## config.mk

```make
export PLATFORM = sky130hd
export DESIGN_NAME = traffic_phase_ctrl
export DESIGN_NICKNAME = d
export VERILOG_FILES = /design/src/rtl/traffic_pkg.sv /design/src/rtl/tick_gen.sv /design/src/rtl/traffic_phase_ctrl.sv
export SDC_FILE = /design/constraint.sdc
export NUM_CORES = 1
export LEC_CHECK = 0
export BUFFER_PORTS_ARGS = -buffer_cell sky130_fd_sc_hd__buf_2
export CORE_MARGIN = 2
export CORE_UTILIZATION = 53
export CTS_CLUSTER_SIZE = 10
export DETAILED_ROUTE_END_ITERATION = 8
export PLACE_DENSITY = 0.72
export SYNTH_ARGS = -nofsm -noshare
export SYNTH_HDL_FRONTEND = slang
export SYNTH_HIERARCHICAL = 1
export SYNTH_SLANG_ARGS = --single-unit
```

## constraint.sdc

```tcl
create_clock -name clock -period 5.7 [get_ports clock]
set_input_delay 1.14 -clock clock [delete_from_list [all_inputs] [get_ports clock]]
set_output_delay 1.14 -clock clock [all_outputs]
set_load 0.01 [all_outputs]
```

## src/rtl/traffic_pkg.sv

```systemverilog
// Shared encodings for the traffic phase controller: phase states, lamp codes
// and the decode helpers used to drive the two approach heads.
package traffic_pkg;

   localparam int unsigned PHASE_W = 3;
   localparam int unsigned LIGHT_W = 3;

   typedef enum logic [PHASE_W-1:0] {
      NS_GREEN  = 3'd0,
      NS_YELLOW = 3'd1,
      EW_GREEN  = 3'd2,
      EW_YELLOW = 3'd3,
      PED_WALK  = 3'd4
   } phase_e;

   // Lamp codes are {red, yellow, green}, one-hot.
   localparam logic [LIGHT_W-1:0] RED = 3'b100;
   localparam logic [LIGHT_W-1:0] YEL = 3'b010;
   localparam logic [LIGHT_W-1:0] GRN = 3'b001;

   function automatic logic [LIGHT_W-1:0] ns_code(input phase_e s);
      logic [LIGHT_W-1:0] c;
      c = RED;
      case (s)
         NS_GREEN:  c = GRN;
         NS_YELLOW: c = YEL;
         default:   c = RED;
      endcase
      return c;
   endfunction

   function automatic logic [LIGHT_W-1:0] ew_code(input phase_e s);
      logic [LIGHT_W-1:0] c;
      c = RED;
      case (s)
         EW_GREEN:  c = GRN;
         EW_YELLOW: c = YEL;
         default:   c = RED;
      endcase
      return c;
   endfunction

endpackage

```

## src/rtl/tick_gen.sv

```systemverilog
// Timing tick divider: counts 0..TICK_DIV-1 while enabled and pulses tick for
// one cycle on the wrap cycle; holds its count while disabled.
module tick_gen #(
   parameter int unsigned TICK_DIV = 50_000_000
) (
   input  logic clock,
   input  logic reset,
   input  logic enable,
   output logic tick
);

   localparam int unsigned CW = (TICK_DIV > 2) ? $clog2(TICK_DIV) : 1;
   localparam logic [CW-1:0] LAST = CW'(TICK_DIV - 1);

   logic [CW-1:0] cnt_q, cnt_d;

   always_comb begin
      cnt_d = cnt_q;
      if (enable) begin
         cnt_d = (cnt_q == LAST) ? '0 : cnt_q + 1'b1;
      end
   end

   always_ff @(posedge clock) begin
      if (reset) begin
         cnt_q <= '0;
      end else begin
         cnt_q <= cnt_d;
      end
   end

   assign tick = enable && (cnt_q == LAST);

endmodule

```

## src/rtl/traffic_phase_ctrl.sv

```systemverilog
// Four-phase intersection controller with optional pedestrian walk phase.
// Define PED_REQ_EN to build in the ped_req input, request latch and PED_WALK.
//
// state     | meaning
// ----------+-----------------------------------------------
// NS_GREEN  | north-south green, east-west red
// NS_YELLOW | north-south yellow, east-west red
// EW_GREEN  | east-west green, north-south red
// EW_YELLOW | east-west yellow, north-south red
// PED_WALK  | all red, walk lamp lit (PED_REQ_EN builds only)
module traffic_phase_ctrl
   import traffic_pkg::*;
#(
   parameter int unsigned TICK_DIV     = 50_000_000,
   parameter int unsigned GREEN_TICKS  = 8,
   parameter int unsigned YELLOW_TICKS = 2,
   parameter int unsigned WALK_TICKS   = 5
) (
   input  logic               clock,
   input  logic               reset,
   input  logic               enable,
`ifdef PED_REQ_EN
   input  logic               ped_req,
`endif
   output logic [LIGHT_W-1:0] ns_light,
   output logic [LIGHT_W-1:0] ew_light,
   output logic               ped_walk,
   output logic               ped_pending,
   output logic [PHASE_W-1:0] phase
);

   localparam int unsigned MAX_GY = (GREEN_TICKS > YELLOW_TICKS) ? GREEN_TICKS : YELLOW_TICKS;
   localparam int unsigned MAX_D  = (MAX_GY > WALK_TICKS) ? MAX_GY : WALK_TICKS;
   localparam int unsigned TW     = $clog2(MAX_D + 1);

   logic               tick;
   phase_e             state_q, state_d;
   logic [TW-1:0]      timer_q, timer_d;
   logic [LIGHT_W-1:0] ns_q, ew_q;
   logic               walk_q;
   logic               pend_q;

   function automatic logic [TW-1:0] dur_m1(input phase_e s);
      logic [TW-1:0] d;
      d = '0;
      case (s)
         NS_GREEN, EW_GREEN:   d = TW'(GREEN_TICKS - 1);
         NS_YELLOW, EW_YELLOW: d = TW'(YELLOW_TICKS - 1);
         PED_WALK:             d = TW'(WALK_TICKS - 1);
         default:              d = '0;
      endcase
      return d;
   endfunction

   tick_gen #(.TICK_DIV(TICK_DIV)) u_tick_gen (
      .clock  (clock),
      .reset  (reset),
      .enable (enable),
      .tick   (tick)
   );

   always_comb begin
      state_d = state_q;
      timer_d = timer_q;
      if (tick) begin
         if (timer_q == dur_m1(state_q)) begin
            timer_d = '0;
            case (state_q)
               NS_GREEN:  state_d = NS_YELLOW;
               NS_YELLOW: state_d = EW_GREEN;
               EW_GREEN:  state_d = EW_YELLOW;
               EW_YELLOW: state_d = pend_q ? PED_WALK : NS_GREEN;
               default:   state_d = NS_GREEN;
            endcase
         end else begin
            timer_d = timer_q + 1'b1;
         end
      end
   end

   // Lamps are decoded from the next state so they update on the same edge as
   // the state register, one clock after the transition tick.
   always_ff @(posedge clock) begin
      if (reset) begin
         state_q <= NS_GREEN;
         timer_q <= '0;
         ns_q    <= GRN;
         ew_q    <= RED;
         walk_q  <= 1'b0;
      end else begin
         state_q <= state_d;
         timer_q <= timer_d;
         ns_q    <= ns_code(state_d);
         ew_q    <= ew_code(state_d);
         walk_q  <= (state_d == PED_WALK);
      end
   end

`ifdef PED_REQ_EN
   logic pend_d;
   logic walk_entry;

   // A request arriving on the very cycle the walk begins stays latched.
   always_comb begin
      walk_entry = (state_d == PED_WALK) && (state_q != PED_WALK);
      pend_d     = ped_req | (pend_q & ~walk_entry);
   end

   always_ff @(posedge clock) begin
      if (reset) begin
         pend_q <= 1'b0;
      end else begin
         pend_q <= pend_d;
      end
   end

   assign ped_walk    = walk_q;
   assign ped_pending = pend_q;
`else
   logic unused_walk;

   assign pend_q      = 1'b0;
   assign unused_walk = walk_q;
   assign ped_walk    = 1'b0;
   assign ped_pending = 1'b0;
`endif

   assign ns_light = ns_q;
   assign ew_light = ew_q;
   assign phase    = state_q;

endmodule

```

==> flow_summary.ini, run 1 <==
[outcome]
status = complete, no violations

[worst_hold_path]
min_to = u_tick_gen/cnt_q[25]
min_delay_path_depth = 2
min_from = u_tick_gen/cnt_q[25]
hold_class = reg2reg

[clock_tree]
ctsHoldBuffers = 0
cts_tree = done
cts_buffers = 5
htree_levels = 2
cts.repair.resized = 0
clockBufferDepth = 2
ctsRootBufferMaster = clkbuf_8
clock_sinks = 39
insertion_delay_ns = 0.29
cts.reportedPaths.clkPinSlew_ns = 0.07
post_cts_buffers = 0

[synthesis]
synth_xor_area_share_pct = 7.46
synth_top_cell_by_area = dfxtp_1
synthSimpleGateAreaFrac_pct = 31.9
synthTopCellsByCount = 39 x dfxtp_1, 19 x nor2_1, 15 x nand2_1
synthCells = 240
yosysMostFrequentCell = dfxtp_1
synth_compound_area_share_pct = 14.1
yosysSeqAreaShare_pct = 36.9
synth_flop_cell = dfxtp_1
synth_top_area_share_pct = 36.9
synth-edff-count = 0
synth.area.top_cells = dfxtp_1 37%, xnor2_1 4.6%, nand4_1 3.6%
syn-cell-area_mm2 = 0.00211
synthMuxAreaShare_pct = 1.89
ys_seq_elements = 39
avgSynthCellArea_um2 = 8.81
synthAdderAreaFrac_pct = 1.78
async_flop_share_pct = 0
ys_warn_count = 6
synth_cell_types = 49
synth_top_family_by_area = simple AND/OR/NAND/NOR gates

[detailed_routing]
firstDrtPassIters = 4
via_per_inst = 5.90
drt_iter0_markers = 150
ant_nets = 0
wl_um = 3990
drc = 0
wl_per_cell_um = 13.6
num_vias = 1722

[critical_path]
crit_path_max_incr_delay_ns = 0.65
r2r_cells = 8
worst-path-buf-inv = 1
critPathLaunchType = primary input
crit_path_cell_trace = buf_2 -> and4_1 -> nand4_1 -> nor3_1 -> nand2b_1 -> a311oi_4 -> nand2_1 -> mux2i_1
r2r_slack_ns = 2.71
cp.required_ns = 5.87
arrival_ns = 3.47
regToRegStartpoint = u_tick_gen/cnt_q[0]
cp-end-kind = register
cp_top_family = simple AND/OR/NAND/NOR gates
critPathSlowestCell = nor3_1
cp_max_fo = 9
criticalPathCategory = in2reg
r2r-end = ew_light[2]

[sta]
hold_violations = 0
worst_pin_slew_ns = 1.04
relSlewSlack_pct = 30.4
fmax_mhz = 303
setup_tns_ns = 0
post-route-min-period_ns = 3.30
finalClockSkew_ns = 0.00765
rsz0062_at_grt = no
fin_hold_ws_ns = 0.490
fin_crit_sh_pct = 57.9
slew_violations = 0
finalWorstSetupSlack_ns = 2.40
setup_viol = 0

[pwr]
leakage_nw = 0.706
ir_drop_v = 0.000146
p_per_area_mw_per_mm2 = 230

[grt]
grt_max_degree = 26
antenna_found_initial = 0
overflow = 0
grt_pass1_vias = 1548
grtUsageTotal_pct = 20.4
grt_pass1_wl_um = 7020

[floorplanning]
rows = 22
core_mm2 = 0.00374
chipHeight_um = 67.2
die_x_um = 67.2
die_area_mm2 = 0.00451
initial_core_util_pct = 56.5
pin_count = 14

[placement]
portBuffers = 11
dp_slack_ns = 2.11
dpl.cell_count = 284
gp_congestion = 0.855
place_hpwl_um = 2780

[finish]
n_antenna_cell = 0
syn2layout_area_growth_pct = 5.44
nets = 249
fin_cells = 292
layout-drive-gt1-share_pct = 13.1

[run]
cap_violations = 0
[cells by family after synthesis]
kind of cell               Yosys count
and+or+nand+nor                    115
buffers and inverters               21
AOI/OAI and AO/OA                   39
adders and majority gates            3
muxes                                4
xor gates and xnor gates            18
DFF                                 39
other                                1
[registers in the layout, summed over array words and instances (netlist names)]
register and cells:
u_tick_gen/cnt_q 26, timer_q 4, ew_light 3, ns_light 3
phase 3
[metrics by stage]
step / area [µm²] / util (%) / power (mW)
2_1_floorplan: 2120 / - / 0.312
3_3_place_gp: 2130 / 56.9 / 0.318
3_5_place_dp: 2130 / 56.9 / 0.318
4_1_cts: 2230 / 59.6 / 0.518
5_1_grt: 2230 / 59.6 / 0.535
6_report: 2230 / 59.6 / 0.512
[layer usage]
metal  vias to the layer above  GRT usage, %  routed length [µm]
met5                         -             0                   0
met4                         0          9.18                  54
met3                         6          4.00                 150
met2                        30          30.8                1750
met1                       796          28.2                2030
li1                        890             -                   -
[final cells by class]
class	count	area [µm²]
Clock buffer	8	100
Fill cell	364	1510
Inverter	5	18.8
Multi-Input combinational cell	181	1210
Sequential cell	39	781
Tap cell	48	60.1
Timing Repair Buffer	11	55.1
[power breakdown]
group	internal [mW]	switching (mW)
sequential	0.278	0.00672
combinational	0.0110	0.0153
clock	0.110	0.0906
[cells in the final DEF, fill, tap and decap left out, types with 5 or more instances in the layout]
cell type | netlist | final
dfxtp_1 | 39 | 39
clkbuf_8 | 0 | 7
nor3_1 | 14 | 14
nor2_1 | 19 | 19
xnor2_1 | 11 | 11
xor2_1 | 7 | 7
nand2_1 | 15 | 15
a21oi_1 | 13 | 13
inv_1 | 5 | 5
nand3_1 | 11 | 11
or4_1 | 7 | 7
nor4_1 | 5 | 5
buf_2 | 2 | 11
o31ai_1 | 8 | 8
nand4_1 | 12 | 12
[worst max-delay path by stage]
stage | startpoint | to | slack (ns) | cells after the start
6_report | enable | ew_light[2] | 2.40 | 8
5_1_grt | enable | ew_light[2] | 2.12 | 8
4_1_cts | enable | ew_light[2] | 2.41 | 8
3_5_place_dp | enable | ew_light[2] | 2.11 | 8
3_3_place_gp | enable | ns_light[1] | 2.16 | 8
2_1_floorplan | enable | ns_light[0] | 2.43 | 8
[worst reg2reg max path, cell delays in order, from the launching register on]
cell and delay (ns):
dfxtp_1 0.49, ha_1 0.23, and4_1 0.30, nand4_1 0.24
nor3_1 0.65, nand2b_1 0.28, a311oi_4 0.42, nand2_1 0.12
mux2i_1 0.14
Note: power is estimated with default switching activity, not from simulation.
==> run 2: changes to the inputs <==
- clock period: 5.7 -> 3.3 ns (I/O delays scaled with it)
==> flow_summary.ini, run 2 (same netlist as run 1, synthesis figures left out) <==
[sta]
finalClockSkew_ns = 0.00359
post-route-min-period_ns = 2.58
fmax_mhz = 387
setup_viol = 0
setup_tns_ns = 0
hold_violations = 0
rsz0062_at_grt = no
slew_violations = 0
fin_crit_sh_pct = 78.3

[pwr]
p_per_area_mw_per_mm2 = 383
ir_drop_v = 0.000296
power_frac_clock_pct = 36.9
internal_power_mw = 0.664
leakage_nw = 0.712
switching_share_pct = 22.3
comb_power_share_pct = 5.5
p_seq_share_pct = 57.6
p_sw_mw = 0.190

[floorplanning]
chipHeight_um = 67.2
initial_core_util_pct = 56.5
die_area_mm2 = 0.00451
core_mm2 = 0.00374
die_x_um = 67.2
rows = 22
pin_count = 14

[critical_path]
cp-end-kind = register
cp_max_fo = 8
criticalPathCategory = reg2reg
arrival_ns = 2.75
cp.required_ns = 3.47
critPathCapture = ew_light[2]
regToRegStartpoint = u_tick_gen/cnt_q[0]
r2r_cells = 9
worstSetupStartpoint = u_tick_gen/cnt_q[0]
critPathLaunchType = register
r2r-end = ew_light[2]
r2r_slack_ns = 0.72

[finish]
largest_reg_flops = 26
design_area_mm2 = 0.00223
nFillCells = 373
layout-drive-gt1-share_pct = 13.9
largest-register = u_tick_gen/cnt_q
nets = 251
regArea_um2 = 781
syn2layout_area_growth_pct = 5.56
top_regs = u_tick_gen/cnt_q: 26 flops, timer_q: 4 flops
final_common_cell = dfxtp_1
multi_input_area_mm2 = 0.00121
final_cell_mix = 39 x dfxtp_1, 19 x nor2_1, 15 x nand2_1
n_antenna_cell = 0

[clock_tree]
clock_sinks = 39
cts.reportedPaths.clkPinSlew_ns = 0.07
ctsRootBufferMaster = clkbuf_8
insertion_delay_ns = 0.29
post_cts_buffers = 0
clockBufferDepth = 2
cts_buffers = 5
htree_levels = 2
cts.repair.resized = 0
ctsHoldBuffers = 0
cts_tree = done

[detailed_routing]
num_vias = 1719
firstDrtPassIters = 4
ant_nets = 0
via_per_inst = 5.87
drt_iter0_markers = 106
drc = 0
wl_per_cell_um = 13.4
wl_um = 3920

[outcome]
status = complete, no violations

[grt]
grt_max_degree = 22
grt_pass1_vias = 1562
antenna_found_initial = 0
grtUsageTotal_pct = 19.4
grt_pass1_wl_um = 6760
overflow = 0

[placement]
gp_congestion = 0.855
portBuffers = 11
post_dp_cell_area_mm2 = 0.00214
place_hpwl_um = 2800

[worst_hold_path]
hold_class = reg2reg

[run]
cap_violations = 0
==> run 2: how the worst min path moves through the flow <==
stage | startpoint | end | slack (ns) | cells past startpoint
5_1_grt | u_tick_gen/cnt_q[25] | u_tick_gen/cnt_q[25] | 0.53 | 2
2_1_floorplan | u_tick_gen/cnt_q[25] | u_tick_gen/cnt_q[25] | 0.45 | 2
3_5_place_dp | u_tick_gen/cnt_q[25] | u_tick_gen/cnt_q[25] | 0.47 | 2
4_1_cts | u_tick_gen/cnt_q[25] | u_tick_gen/cnt_q[25] | 0.49 | 2
3_3_place_gp | u_tick_gen/cnt_q[25] | u_tick_gen/cnt_q[25] | 0.48 | 2
6_report | u_tick_gen/cnt_q[25] | u_tick_gen/cnt_q[25] | 0.49 | 2
==> run 2: cell type report <==
class | instances | share of cell area (%)
clock buffers | 6 | 3.70
clock inverters | 1 | 0.224
inverters | 5 | 0.841
multi-input cells | 181 | 54.4
flip-flops and latches | 39 | 35.0
well taps | 48 | 2.69
repair buffers | 13 | 3.14
==> run 2: critical path: stages, from the launching register on <==
cell and delay, ns:
dfxtp_1 0.48, ha_1 0.22, and4_1 0.31, nand4_1 0.24, nor3_1 0.25, buf_4 0.17, nand2b_1 0.14, a311oi_4 0.40
nand2_1 0.12, mux2i_1 0.14
==> run 2: through the flow <==
step	cells	hold slack (ns)	utilization, %	worst slack (ns)	power [mW]
final	293	0.488	59.6	0.717	0.854
after global routing	293	0.527	59.6	0.489	0.890
after CTS	293	0.488	59.6	0.687	0.865
after detailed placement	286	0.468	57.3	0.552	0.550
after global placement	286	0.476	57.3	0.581	0.549
after floorplan	241	0.447	-	0.505	0.538
==> run 2: routing by layer <==
| layer | track usage [%] | vias up | wire length [µm] |
|---|---|---|---|
| met5 | 0 | - | 0 |
| met1 | 26.2 | 806 | 2020 |
| met4 | 6.12 | 0 | 40 |
| li1 | - | 893 | - |
| met2 | 30.6 | 14 | 1750 |
| met3 | 4.50 | 6 | 99 |
==> run 2: power by group through the flow <==
| stage | logic (mW) | clock network (mW) | registers (mW) |
|---|---|---|---|
| floorplan | 0.0369 | 0 | 0.502 |
| global placement | 0.0468 | 0 | 0.503 |
| detailed placement | 0.0474 | 0 | 0.503 |
| CTS | 0.0474 | 0.325 | 0.492 |
| global route | 0.0531 | 0.343 | 0.494 |
| finish | 0.0468 | 0.316 | 0.492 |
==> run 3: changes to the inputs <==
- ABC_AREA: default -> 1
- clock period: 3.3 -> 2.6 ns (I/O delays scaled with it)
==> flow_summary.ini, run 3 <==
[worst_hold_path]
min_delay_path_depth = 2
hold_class = reg2reg

[placement]
post_dp_cell_area_mm2 = 0.00220
gp_congestion = 0.934
place_hpwl_um = 3270
portBuffers = 11

[pwr]
ir_drop_v = 0.000328
leakage_nw = 1.00
p_per_area_mw_per_mm2 = 523

[critical_path]
r2r-end = ns_light[0]
arrival_ns = 2.38
r2r_slack_ns = 0.41
r2r_cells = 13
crit_path_max_incr_delay_ns = 0.42
critPathCapture = ns_light[0]
criticalPathCategory = reg2reg
cp.required_ns = 2.78
crit_path_cell_trace = inv_1 -> nor4_1 -> nand3_1 -> nor3_1 -> inv_2 -> nor2_2 -> nand3_2 -> nor2_4 -> nand2_2 -> nand2_1 -> nand2_1 -> nand3_1 -> nand2_1
critPathSlowestCell = nor3_1
cp_common_cell = nand2_1
cp_max_fo = 5
worstSetupStartpoint = u_tick_gen/cnt_q[6]
critPathLaunchType = register
cp-end-kind = register
regToRegStartpoint = u_tick_gen/cnt_q[6]

[sta]
finalClockSkew_ns = 0.00362
hold_violations = 0
rsz0062_at_grt = no
setup_tns_ns = 0
fmax_mhz = 456
slew_violations = 0
setup_viol = 0
post-route-min-period_ns = 2.19
fin_crit_sh_pct = 84.4

[floorplanning]
die_area_mm2 = 0.00453
initial_core_util_pct = 54.3
rows = 23
pin_count = 14
chipHeight_um = 67.3
die_x_um = 67.3
core_mm2 = 0.00391

[detailed_routing]
wl_um = 4400
drc = 0
firstDrtPassIters = 4
drt_iter0_markers = 112
num_vias = 1872
via_per_inst = 4.98
ant_nets = 0
wl_per_cell_um = 11.7

[synthesis]
synth_top_area_share_pct = 36.8
ys_seq_elements = 39
yosysSeqAreaShare_pct = 36.8
yosysMostFrequentCell = nand2_1
synth_cell_types = 30
synthCells = 313
syn-cell-area_mm2 = 0.00212
async_flop_share_pct = 0
synth_flop_cell = dfxtp_1
ys_warn_count = 6
avgSynthCellArea_um2 = 6.78
synth-edff-count = 0
synthTopCellsByCount = 82 x nand2_1, 55 x nor2_1, 39 x dfxtp_1
synth_top_cell_by_area = dfxtp_1
synth.area.top_cells = dfxtp_1 37%, nand2_1 14%, nor2_1 9.7%

[run]
cap_violations = 0

[grt]
overflow = 0
gr-usage-met3_pct = 6.00
busiest_layer = met2
grt_max_degree = 18
antenna_found_initial = 0
met2_usage_pct = 34.9
grt_pass1_wl_um = 7390
grtUsageTotal_pct = 22.2
grt_use_met1_pct = 29.2
grt_pass1_vias = 1634

[clock_tree]
ctsHoldBuffers = 0
cts.reportedPaths.clkPinSlew_ns = 0.07
ctsRootBufferMaster = clkbuf_8
cts.repair.resized = 0
clockBufferDepth = 2
cts_buffers = 5
clock_sinks = 39
cts_tree = done
post_cts_buffers = 0
htree_levels = 2
insertion_delay_ns = 0.29

[finish]
final_cell_mix = 82 x nand2_1, 55 x nor2_1, 39 x dfxtp_1
nets = 331
layout-drive-gt1-share_pct = 13.2
design_area_mm2 = 0.00233
n_antenna_cell = 0
largest_reg_flops = 26
top_regs = u_tick_gen/cnt_q: 26 flops, timer_q: 4 flops
largest-register = u_tick_gen/cnt_q
final_common_cell = nand2_1
syn2layout_area_growth_pct = 9.66

[outcome]
status = complete, no violations
==> run 3: cell types whose count changed after synthesis, moves of 7 or more <==
cell     before  now
nor2_1       19   55
or4_1         7    0
nor2_2        0    9
nand3_1      11   23
nor3_1       14    6
nand2_1      15   82
inv_1         5   36
a21oi_1      13    5
o31ai_1       8    0
==> run 3: per-stage QoR <==
stage	utilization, %	instances	setup slack (ns)	total power [mW]	hold slack, ns
2_1_floorplan	-	314	0.461	0.639	0.475
3_3_place_gp	56.1	368	0.290	0.643	0.499
3_5_place_dp	56.1	368	0.197	0.643	0.506
4_1_cts	59.5	376	0.394	1.23	0.522
5_1_grt	59.5	376	0.0310	1.27	0.550
6_report	59.5	376	0.405	1.22	0.521
==> run 3: where the power goes <==
part / total [mW] / switching, mW / leakage, nW / internal (mW)
Clock: 0.588 / 0.205 / 0.0654 / 0.383
Combinational: 0.0263 / 0.0196 / 0.622 / 0.00671
Sequential: 0.603 / 0.00289 / 0.314 / 0.600
==> run 3: layer usage <==
layer / share of wire, % / wire length, µm / vias up
met5: 0 / 0 / -
met2: 46 / 2030 / 51
met4: 1.7 / 74 / 0
met3: 5.7 / 252 / 8
li1: - / - / 987
met1: 46 / 2030 / 826
==> run 3: logic make-up after synthesis <==
group                      count (synthesis)  synth area share [%]
AOI/OAI and AO/OA                          8                  2.00
xor gates and xnor gates                  16                  6.60
adders and majority gates                  3                  1.77
buffers and inverters                     46                  9.19
DFF                                       39                  36.8
muxes                                      1                 0.471
other                                      1                 0.177
and+or+nand+nor                          199                  43.0
==> run 3: layout make-up <==
type / instances / area, µm²
clock buffers: 6 / 72.6
clock inverters: 2 / 60.1
fillers: 392 / 1590
inverters: 39 / 146
multi-input cells: 229 / 1150
flip-flops and latches: 39 / 781
well taps: 50 / 62.6
repair buffers: 11 / 55.1
==> run 3: worst min-delay path by stage <==
| stage | slack, ns | end | startpoint |
|---|---|---|---|
| floorplan | 0.47 | u_tick_gen/cnt_q[22] | u_tick_gen/cnt_q[22] |
| global placement | 0.50 | u_tick_gen/cnt_q[22] | u_tick_gen/cnt_q[22] |
| detailed placement | 0.51 | u_tick_gen/cnt_q[22] | u_tick_gen/cnt_q[22] |
| CTS | 0.52 | u_tick_gen/cnt_q[22] | u_tick_gen/cnt_q[22] |
| global route | 0.55 | u_tick_gen/cnt_q[24] | reset |
| finish | 0.52 | timer_q[1] | timer_q[1] |
==> run 3: worst max-delay path: cells and delay by family (launching register included) <==
kind	cells	cell delay, ns
simple gates	11	1.50
flops	1	0.40
buf+inv	2	0.20
